$ cat src/rtl/spiker_step_sequencer.sv
// ---------------------------------------------------------------------------
// spiker_step_sequencer
//
// Runs a multi-timestep SNN inference. For each timestep the sequencer strobes
// the spike reader so it snapshots the spike registers, launches one
// accelerator step with a valid/ready handshake, and waits for the step
// completion pulse. An optional timeout bounds the wait. The sequencer counts
// completed timesteps and reports busy / done / error status to the register
// file.
//
// Ports
//   clk_i        clock, all logic on the rising edge
//   rst_i        synchronous active-high reset
//   start_i      run request pulse, accepted only while idle
//   abort_i      abort request, accepted in any state (highest priority)
//   n_steps_i    timesteps per run, latched on an accepted start
//   timeout_i    max cycles spent waiting for a step (0 = no timeout)
//   sample_o     one-cycle snapshot strobe to the spike reader
//   snn_valid_o  step launch request to the accelerator
//   snn_ready_i  accelerator accepts the launch
//   snn_done_i   accelerator step-complete pulse
//   busy_o       run in progress
//   step_cnt_o   timesteps completed in the current / last run
//   done_o       one-cycle run-complete pulse
//   err_o        sticky timeout error
//
// Every output is decoded from registered state, so no input reaches an
// output combinationally.
// ---------------------------------------------------------------------------
module spiker_step_sequencer #(
  parameter int STEP_W    = 16,
  parameter int TIMEOUT_W = 16
) (
  input  logic                 clk_i,
  input  logic                 rst_i,
  input  logic                 start_i,
  input  logic                 abort_i,
  input  logic [STEP_W-1:0]    n_steps_i,
  input  logic [TIMEOUT_W-1:0] timeout_i,
  output logic                 sample_o,
  output logic                 snn_valid_o,
  input  logic                 snn_ready_i,
  input  logic                 snn_done_i,
  output logic                 busy_o,
  output logic [STEP_W-1:0]    step_cnt_o,
  output logic                 done_o,
  output logic                 err_o
);

  typedef enum logic [2:0] {
    ST_IDLE      = 3'd0,
    ST_SAMPLE    = 3'd1,
    ST_LAUNCH    = 3'd2,
    ST_WAIT_DONE = 3'd3,
    ST_DONE      = 3'd4
  } state_t;

  localparam logic [TIMEOUT_W-1:0] TIMER_MAX = {TIMEOUT_W{1'b1}};

  state_t               state_reg,     state_next;
  logic [STEP_W-1:0]    n_steps_reg,   n_steps_next;
  logic [TIMEOUT_W-1:0] timeout_reg,   timeout_next;
  logic [STEP_W-1:0]    step_cnt_reg,  step_cnt_next;
  logic [TIMEOUT_W-1:0] timer_reg,     timer_next;
  logic                 err_reg,       err_next;
  // A start with zero timesteps completes immediately: the run-complete
  // pulse comes from this flag instead of a trip through ST_DONE.
  logic                 zero_done_reg, zero_done_next;

  logic [STEP_W-1:0]    step_cnt_inc;
  logic                 timed_out;

  // step_cnt is always below n_steps while waiting, so the increment can
  // never wrap even when n_steps is the all-ones maximum.
  assign step_cnt_inc = step_cnt_reg + STEP_W'(1);
  assign timed_out    = (timeout_reg != '0) &&
                        (timer_reg == timeout_reg - TIMEOUT_W'(1));

  always_ff @(posedge clk_i) begin
    if (rst_i) begin
      state_reg     <= ST_IDLE;
      n_steps_reg   <= '0;
      timeout_reg   <= '0;
      step_cnt_reg  <= '0;
      timer_reg     <= '0;
      err_reg       <= 1'b0;
      zero_done_reg <= 1'b0;
    end else begin
      state_reg     <= state_next;
      n_steps_reg   <= n_steps_next;
      timeout_reg   <= timeout_next;
      step_cnt_reg  <= step_cnt_next;
      timer_reg     <= timer_next;
      err_reg       <= err_next;
      zero_done_reg <= zero_done_next;
    end
  end

  always_comb begin
    state_next     = state_reg;
    n_steps_next   = n_steps_reg;
    timeout_next   = timeout_reg;
    step_cnt_next  = step_cnt_reg;
    timer_next     = timer_reg;
    err_next       = err_reg;
    zero_done_next = 1'b0;

    if (abort_i) begin
      // Abort beats every other transition; counters and error hold.
      state_next = ST_IDLE;
    end else begin
      unique case (state_reg)
        ST_IDLE: begin
          if (start_i) begin
            err_next = 1'b0;
            if (n_steps_i != '0) begin
              n_steps_next  = n_steps_i;
              timeout_next  = timeout_i;
              step_cnt_next = '0;
              state_next    = ST_SAMPLE;
            end else begin
              zero_done_next = 1'b1;
            end
          end
        end

        ST_SAMPLE: begin
          state_next = ST_LAUNCH;
        end

        ST_LAUNCH: begin
          if (snn_ready_i) begin
            timer_next = '0;
            state_next = ST_WAIT_DONE;
          end
        end

        ST_WAIT_DONE: begin
          if (timer_reg != TIMER_MAX) begin
            timer_next = timer_reg + TIMEOUT_W'(1);
          end
          // A completion arriving on the timeout cycle still counts.
          if (snn_done_i) begin
            step_cnt_next = step_cnt_inc;
            state_next    = (step_cnt_inc == n_steps_reg) ? ST_DONE : ST_SAMPLE;
          end else if (timed_out) begin
            err_next   = 1'b1;
            state_next = ST_IDLE;
          end
        end

        ST_DONE: begin
          state_next = ST_IDLE;
        end

        default: begin
          state_next = ST_IDLE;
        end
      endcase
    end
  end

  assign sample_o    = (state_reg == ST_SAMPLE);
  assign snn_valid_o = (state_reg == ST_LAUNCH);
  assign busy_o      = (state_reg != ST_IDLE);
  assign step_cnt_o  = step_cnt_reg;
  assign done_o      = (state_reg == ST_DONE) || zero_done_reg;
  assign err_o       = err_reg;

endmodule
$ cat config.mk
export PLATFORM = sky130hd
export DESIGN_NAME = spiker_step_sequencer
export DESIGN_NICKNAME = d
export VERILOG_FILES = /design/src/rtl/spiker_step_sequencer.sv
export SDC_FILE = /design/constraint.sdc
export NUM_CORES = 1
export LEC_CHECK = 0
export CAP_MARGIN = 10
export CELL_PAD_IN_SITES_DETAIL_PLACEMENT = 0
export CELL_PAD_IN_SITES_GLOBAL_PLACEMENT = 1
export CORE_MARGIN = 2
export CORE_UTILIZATION = 34
export DETAILED_ROUTE_END_ITERATION = 16
export PLACE_DENSITY = 0.72
export RECOVER_POWER = 25
export SYNTH_ARGS = -nofsm -noshare
export SYNTH_HDL_FRONTEND = slang
export SYNTH_SLANG_ARGS = --single-unit
$ cat constraint.sdc
create_clock -name clk_i -period 3 [get_ports clk_i]
set_clock_uncertainty 0.1 [all_clocks]
set_input_delay 0.6 -clock clk_i [delete_from_list [all_inputs] [get_ports clk_i]]
set_output_delay 0.6 -clock clk_i [all_outputs]
set_load 0.02 [all_outputs]
==> flow_summary.ini <==
[status]
status = finished clean

[worst_setup_path]
setup.worst_path.start_class = register
path_class = register to output port
worst_setup_path_end_kind = output port
required_ns = 2.30
cp_max_fo = 13
critPathArrivalTime_ns = 1.93

[synthesis]
yosys.cell_types.count = 53
syn-cell-area_sq_um = 4085
async_flop_share_pct = 0
syn_inst = 550
yosys_warnings = 0
synth-edff-count = 0
ys.flop_type = dfxtp_1
avgSynthCellArea_sq_um = 7.428
seq_area_frac_synth_pct = 33.81
ys_seq_elements = 69
synth.net_count = 591

[cts]
htreeDepth = 3
cts_resized = 0
cts.path.max_buffers = 2
cts_setup_buffers = 0
insertion_delay_ns = 0.34
cts-buffers-inserted = 9
cts-root-buf = clkbuf_16
cts_tree = done
hold_buffers = 0
clkSlewWorstSetupHoldPaths_ns = 0.06
cts.sinks = 69

[drt]
firstDrtPassIters = 5
vias_per_cell = 5.459
routed_wirelength_um = 11720
antenna_left = 0
drtIter0Drc = 348
drcViolationCount = 0
avgRoutedWirePerCell_um = 15.69
vias = 4078

[die]
initial_utilization_pct = 34.44
pin_count = 59
core_area_sq_um = 11860
die_w_um = 113.6
dieArea_sq_um = 12910
die_h_um = 113.6
core.rowCount = 40

[worst_hold_path]
hold_class = register to register

[finish]
final_common_cell = nand2_1
areaGrowthSynthToFinish_pct = 25.76
fin_nets = 637
antenna_cells = 0
final_area_sq_um = 5137
final_cell_mix = 97 x nand2_1, 69 x dfxtp_1, 59 x a21oi_1
final_util_pct = 43.31
drive_above_1_share_pct = 6.500
fillers = 1210

[grt]
grt_max_degree = 37
grtUsageTotal_pct = 19.34
grt_pass1_wl_um = 19780
grt_antenna_before_repair = 0
grt_pass1_vias = 3917
grt_overflow = 0

[sta]
setup-tns-final_ns = 0
hold_viol = 0
min_period_ns = 2.631
rsz0062_at_grt = false
setup_viol = 0
tightestPinTransition_ns = 0.7974
slew_viol_final = 0
relSlewSlack_pct = 46.28
fmax_mhz = 380.1
post-route-period-util_pct = 87.70

[power_and_ir_drop]
p_leak_nw = 1.855
power.density_nw_per_um2 = 464.4
ir_worst_vdd_mv = 0.3170

[placement]
placed_cell_area_sq_um = 4823
port_buffers = 58
place_hpwl_um = 8695
place_congestion = 0.8363

[run]
drv_cap = 0
## power breakdown
group,total (mW),internal (mW),switching (mW)
clock,1.14,0.722,0.413
combinational,0.283,0.137,0.147
sequential,0.967,0.938,0.0290
## per-stage QoR
step                      hold WS, ns  std cells  worst slack, ns  power, mW
after floorplan                0.3408        550           0.5935      1.153
after global placement         0.3617        732           0.2220      1.267
after detailed placement       0.3676        732           0.2209      1.271
after CTS                      0.3764        747           0.3773      2.419
after global routing           0.4073        747           0.2058      2.489
final                          0.3724        747           0.3690      2.386
## logic make-up after synthesis
logic type,count (synthesis),share of synthesized area [%]
and+or+nand+nor,275,34.79
AOI/OAI and AO/OA,112,15.90
DFF,69,33.81
xor gates and xnor gates,48,10.29
buffers and inverters,41,3.767
adders and majority gates,3,0.9189
muxes,2,0.5207
## worst paths after layout
kind                         from               to  slack, ns  cells past startpoint
hold reg to reg   n_steps_reg[14]  n_steps_reg[14]       0.37                      2
setup reg to reg    step_cnt_o[1]     state_reg[0]       0.43                      8
setup / recovery     state_reg[0]           done_o       0.37                      3
hold / removal    n_steps_reg[14]  n_steps_reg[14]       0.37                      2
## cell usage after synthesis (all sizes together), types with 6 or more instances
cell	n	area (sq um)
nand2	97	364.1
dfxtp	69	1381
a21oi	59	295.3
nor2	47	178.9
clkbuf	33	123.9
xor2	26	227.7
o21ai	22	110.1
xnor2	22	192.7
nand4	19	118.9
nand3	16	80.08
nor3	16	80.08
nor4	12	105.1
or3	11	68.82
and3	9	56.30
and2	7	43.79
nand3b	7	52.55
and4	6	52.55
## final cells by class
class / instances / area [sq um] / area share (%)
Clock buffer: 9 / 225.2 / 4.384
Clock inverter: 6 / 88.84 / 1.729
Inverter: 4 / 15.01 / 0.2923
Multi-Input combinational cell: 440 / 2550 / 49.63
Sequential cell: 69 / 1381 / 26.89
Tap cell: 147 / 183.9 / 3.580
Timing Repair Buffer: 72 / 693.2 / 13.49
## metal layers
metal	global-route usage (%)	share of wire, %	vias up
met5	0	0	-
met4	5.203	1.1	0
met3	5.632	6.6	9
met2	29.06	42	120
met1	27.17	50	1894
li1	-	-	2055
## worst max-delay path: stages, from the launching register on
cell and delay, ns:
dfxtp_1 0.59, inv_1 0.19, a31o_2 0.28, clkdlybuf4s50_1 0.54
Note: power is estimated with default switching activity, not from simulation.
==> patch 1, RTL diff (config.mk and constraints unchanged) <==
Reset style: asynchronous (`rst_i`), changed in one clocked block. Comments in the files are not updated.
--- a/src/rtl/spiker_step_sequencer.sv
+++ b/src/rtl/spiker_step_sequencer.sv
@@ -76,7 +76,7 @@
   assign timed_out    = (timeout_reg != '0) &&
                         (timer_reg == timeout_reg - TIMEOUT_W'(1));
 
-  always_ff @(posedge clk_i) begin
+  always_ff @(posedge clk_i or posedge rst_i) begin
     if (rst_i) begin
       state_reg     <= ST_IDLE;
       n_steps_reg   <= '0;
Behaviour: differs if rst_i is asserted again (counterexample within 4 cycles, from zero or initial values and one cycle with rst_i high); with rst_i held inactive, the same outputs for 10 cycles.
==> patch 1 against the original RTL <==
The flow now finishes with violations (max-capacitance violations, max-slew violations); sequential cell count unchanged; setup slack worse by 0.073 ns; design area up 2.6%; critical path depth rose by 6; routed wire length shrank 8.7%; area after synthesis grew 0.52%.
Power is not compared: it rests on default switching activity, and its combinational part moved more than twofold at a synthesized area within 25%.
==> patch 1: results (changes against the original RTL) <==
Global Route met3 Usage=0.04357 (-0.01275); failing checks=max-capacitance violations, max-slew violations; DRT Wirelength=10.70 mm (-8.7%); maximum clock path buffer count=2 (unchanged); Flop pwr share=0.392; CP Max Fanout=5 (-8); Final Max Tran Viols=70 (+70); 1st-pass router iterations=4 (-1); met1 GRT Util=0.2350 (-0.03667); via/cell ratio=5.323 (-2.5%); clock-net power=1.22 mW; DR top layer=met4; Max Cap Viol=1 (+1); Mapped Cells=432 (-21%); Synth area leaders=dfrtp_1 42%, mux2_2 8.0%, xnor2_1 7.0%; max incr delay on CP=0.53 ns (-0.06 ns); Hold/Removal Path Class=flop to flop; synthesized net count=473 (-20%); Worst VDD drop=0.2595 mV; family with the most delay on the worst path=simple AND/OR/NAND/NOR gates; share of post-route cells with drive strength above 1=0.1369 (+0.07190); total CTS buffers=9 (unchanged); critical path's slowest cell=or4b_1; Worst Path Arrival=2.86 ns (+0.93 ns); pin count of the biggest net entering global routing=70 (+89%); R2R setup slack=0.30 ns (-0.13 ns); Seq/Total Area, Yosys=0.4205 (+0.08234); Finished Layout Cells=651 (-13%); Worst setup SP type=flop; reg2reg path depth=9 (+1); met3 wire length=537 µm (-30%); top cells by count, synth=69 x dfrtp_1, 48 x o21ai_0, 38 x nor2_1; status=complete, but fails checks; met1 wire length=4.792 mm (-19%); final worst slack=0.2962 ns (-0.07284 ns); nets=540 (-15%); crit path to=err_o$_DFFE_PP0P_; gr usage total=0.1779 (-0.01551); Critical R2R Launch=timeout_reg[0]$_DFFE_PP0P_; Slew @ Worst Pin=1.756 ns (+0.9588 ns); Detail Route met2 WL=5.134 mm (+3.9%); post-DP HPWL=7.979 mm (-8.2%); dpl ws=0.2118 ns (-0.009145 ns); Post-DP Area=0.004940 mm² (+2.4%); vias in the first global route=3,471 (-11%); post-synthesis async set-or-reset flop share=1.000 (+1.000); Initial DRC Count=130 (-63%); clk slew on worst S/H paths=0.06 ns (about the same); CTS resizes=0 (unchanged); first-pass GRT wire length=17.87 mm (-9.7%); GPL Wtd Cong=0.8137 (-2.7%); fill count=1,161 (-4.0%); met2 GRT Util=0.2818 (-0.008782); Placed Cells=635 (-13%); Main synth FF type=dfrtp_1
## patch 1: cell types whose count changed after synthesis, moves of 8 or more
cell	before	now
xnor2_1	22	33
dfxtp_1	69	0
mux2_2	1	29
nand2_1	97	35
nor2_1	46	38
nor3_1	16	8
o21ai_0	21	48
clkbuf_1	33	14
dfrtp_1	0	69
a21oi_1	59	9
## patch 1: cell families (layout without fill, tap and decap cells)
family / Yosys count / after routing / share of synthesized area
compound gates: 84 / 84 / 0.1207
xor+xnor: 56 / 56 / 0.1228
fa+ha+maj: 3 / 3 / 0.009142
buf+inv: 24 / 96 / 0.02285
flops: 69 / 69 / 0.4205
mux: 32 / 32 / 0.08684
simple gates: 164 / 164 / 0.2172
## patch 1: area by class of cell
type                            count  area [µm²]  area share
Multi-Input combinational cell    339        2300      0.4364
Sequential cell                    69        1727      0.3276
Timing Repair Buffer               74       698.2      0.1325
Clock buffer                        9       225.2     0.04274
Tap cell                          147       183.9     0.03490
Clock inverter                      7       113.9     0.02160
Inverter                            6       22.52    0.004274
## patch 1: worst min-delay path by stage
stage	from	endpoint	slack, ns	depth (start not counted)
final	n_steps_reg[12]$_DFFE_PP0P_	n_steps_reg[12]$_DFFE_PP0P_	0.43	1
after global routing	n_steps_reg[12]$_DFFE_PP0P_	n_steps_reg[12]$_DFFE_PP0P_	0.44	1
after CTS	n_steps_reg[12]$_DFFE_PP0P_	n_steps_reg[12]$_DFFE_PP0P_	0.43	1
after detailed placement	n_steps_reg[12]$_DFFE_PP0P_	n_steps_reg[12]$_DFFE_PP0P_	0.42	1
after global placement	n_steps_reg[12]$_DFFE_PP0P_	n_steps_reg[12]$_DFFE_PP0P_	0.41	1
after floorplan	n_steps_reg[3]$_DFFE_PP0P_	n_steps_reg[3]$_DFFE_PP0P_	0.40	1
==> patch 2, RTL diff (same settings) <==
Made on the original files. The parameter `STEP_W` goes from 16 to 32.
--- a/src/rtl/spiker_step_sequencer.sv
+++ b/src/rtl/spiker_step_sequencer.sv
@@ -28,7 +28,7 @@
 // output combinationally.
 // ---------------------------------------------------------------------------
 module spiker_step_sequencer #(
-  parameter int STEP_W    = 16,
+  parameter int STEP_W    = 32,
   parameter int TIMEOUT_W = 16
 ) (
   input  logic                 clk_i,
Ports: changed (resized n_steps_i and step_cnt_o); port bits go from 59 to 91. The function was not compared with the original's and may differ.
==> patch 2 against the original RTL <==
Via count is 47% higher; count of clock-buffer cells in the layout is 2 higher; design area is 52% higher; register-to-register slack worse by 0.25 ns; setup slack worse by 0.23 ns; first-iteration DRC count is 12% higher; clock power is 5% higher; maximum frequency is 8.2% lower; routed wire length is 56% higher; power is 26% higher; final cell count is 53% higher; sequential cell count is 32 higher; area after synthesis is 47% higher; sequential share of layout area is 1.0 points lower; highest routed layer unchanged.
==> patch 2: results (changes against the original RTL) <==
CP Max Fanout=16 (+3); max incr delay on CP=0.51 ns (-0.08 ns); 1st-pass router iterations=4 (-1); P_int=2.236 mW (+24%); synthesized-area fraction occupied by adder cells=0.006241 (-0.002947); Vias=6,006 (+47%); critical path's slowest cell=or4_1; post-synthesis async set-or-reset flop share=0 (unchanged); Slew headroom=0.6468 (+0.1840); fill count=1,799 (+49%); Detail Route met2 WL=7.527 mm (+52%); Synth area leaders=dfxtp_1 34%, a21oi_1 8.1%, nand2_1 8.0%; Most Crowded Layer GR=met1; pin count of the biggest net entering global routing=44 (+19%); mux share of post-synthesis cell area=0.01539 (+0.01019); synthesized net count=849 (+44%); worst skew pair latency=0.36 ns (+0.02 ns); GPL Wtd Cong=0.7954 (-4.9%); first-pass GRT wire length=29.10 mm (+47%); met2 GRT Util=0.2816 (-0.008971); routed len/inst=16.02 µm (+2.0%); family with the most delay on the worst path=simple AND/OR/NAND/NOR gates; met1 GRT Util=0.3044 (+0.03269); gr usage total=0.1982 (+0.004746); Seq/Total Area, Yosys=0.3362 (-0.001955); share of post-route cells with drive strength above 1=0.1168 (+0.05181); status=completed; dpl ws=-0.2675 ns (-0.4884 ns); LEAKAGE=2.953 nW (+59%); top cells by count, synth=128 x nand2_1, 101 x dfxtp_1, 97 x a21oi_1; maximum clock path buffer count=2 (unchanged); number of port buffers=90 (+55%); Worst Path Arrival=3.05 ns (+1.12 ns); met1 wire length=9.500 mm (+62%); Placed Cells=1,125 (+54%); xor/xnor share of the synthesized area=0.1105 (+0.007554); Unique masters post-synth=71 (+34%); vias in the first global route=5,358 (+37%); post-DP HPWL=13.48 mm (+55%); Mapped Cells=792 (+44%)
patch 2: cell count changes after synthesis, sizes merged, moves of 9 or more:
cell,before,now
a21oi,59,97
dfxtp,69,101
nand2,97,129
o21ai,22,48
xnor2,22,42
nor2,47,62
nand3,16,27
nor3,16,25
or3,11,20
patch 2: power groups by stage:
stage | combinational [mW] | clock (mW) | sequential [mW]
3_3_place_gp | 0.403 | 0 | 1.44
2_1_floorplan | 0.232 | 0 | 1.43
4_1_cts | 0.404 | 1.22 | 1.41
5_1_grt | 0.445 | 1.28 | 1.41
6_report | 0.404 | 1.20 | 1.41
3_5_place_dp | 0.401 | 0 | 1.44
patch 2: final timing paths:
kind                                     start                           end  slack [ns]  cells after the start
setup / recovery                 n_steps_i[18]   step_cnt_o[21]$_SDFFE_PP0P_        0.14                     10
hold / removal    n_steps_reg[29]$_SDFFE_PP0P_  n_steps_reg[29]$_SDFFE_PP0P_        0.38                      2
setup reg to reg    step_cnt_o[0]$_SDFFE_PP0P_     state_reg[0]$_SDFFE_PP0P_        0.18                      9
hold reg to reg   n_steps_reg[29]$_SDFFE_PP0P_  n_steps_reg[29]$_SDFFE_PP0P_        0.38                      2
patch 2: per-stage QoR:
step / area, µm² / hold WS [ns]
finish: 7820 / 0.3755
global route: 7820 / 0.3894
CTS: 7819 / 0.3785
detailed placement: 7526 / 0.3655
global placement: 7526 / 0.3550
floorplan: 6015 / 0.3478
patch 2: final cells by class:
| cell class | instances | area share |
|---|---|---|
| clock buffer | 11 | 0.03104 |
| tap | 225 | 0.03600 |
| timing repair buffer | 155 | 0.1803 |
| clock inverter | 5 | 0.006400 |
| multi-input combinational | 633 | 0.4824 |
| inverter | 11 | 0.005280 |
| sequential | 101 | 0.2586 |
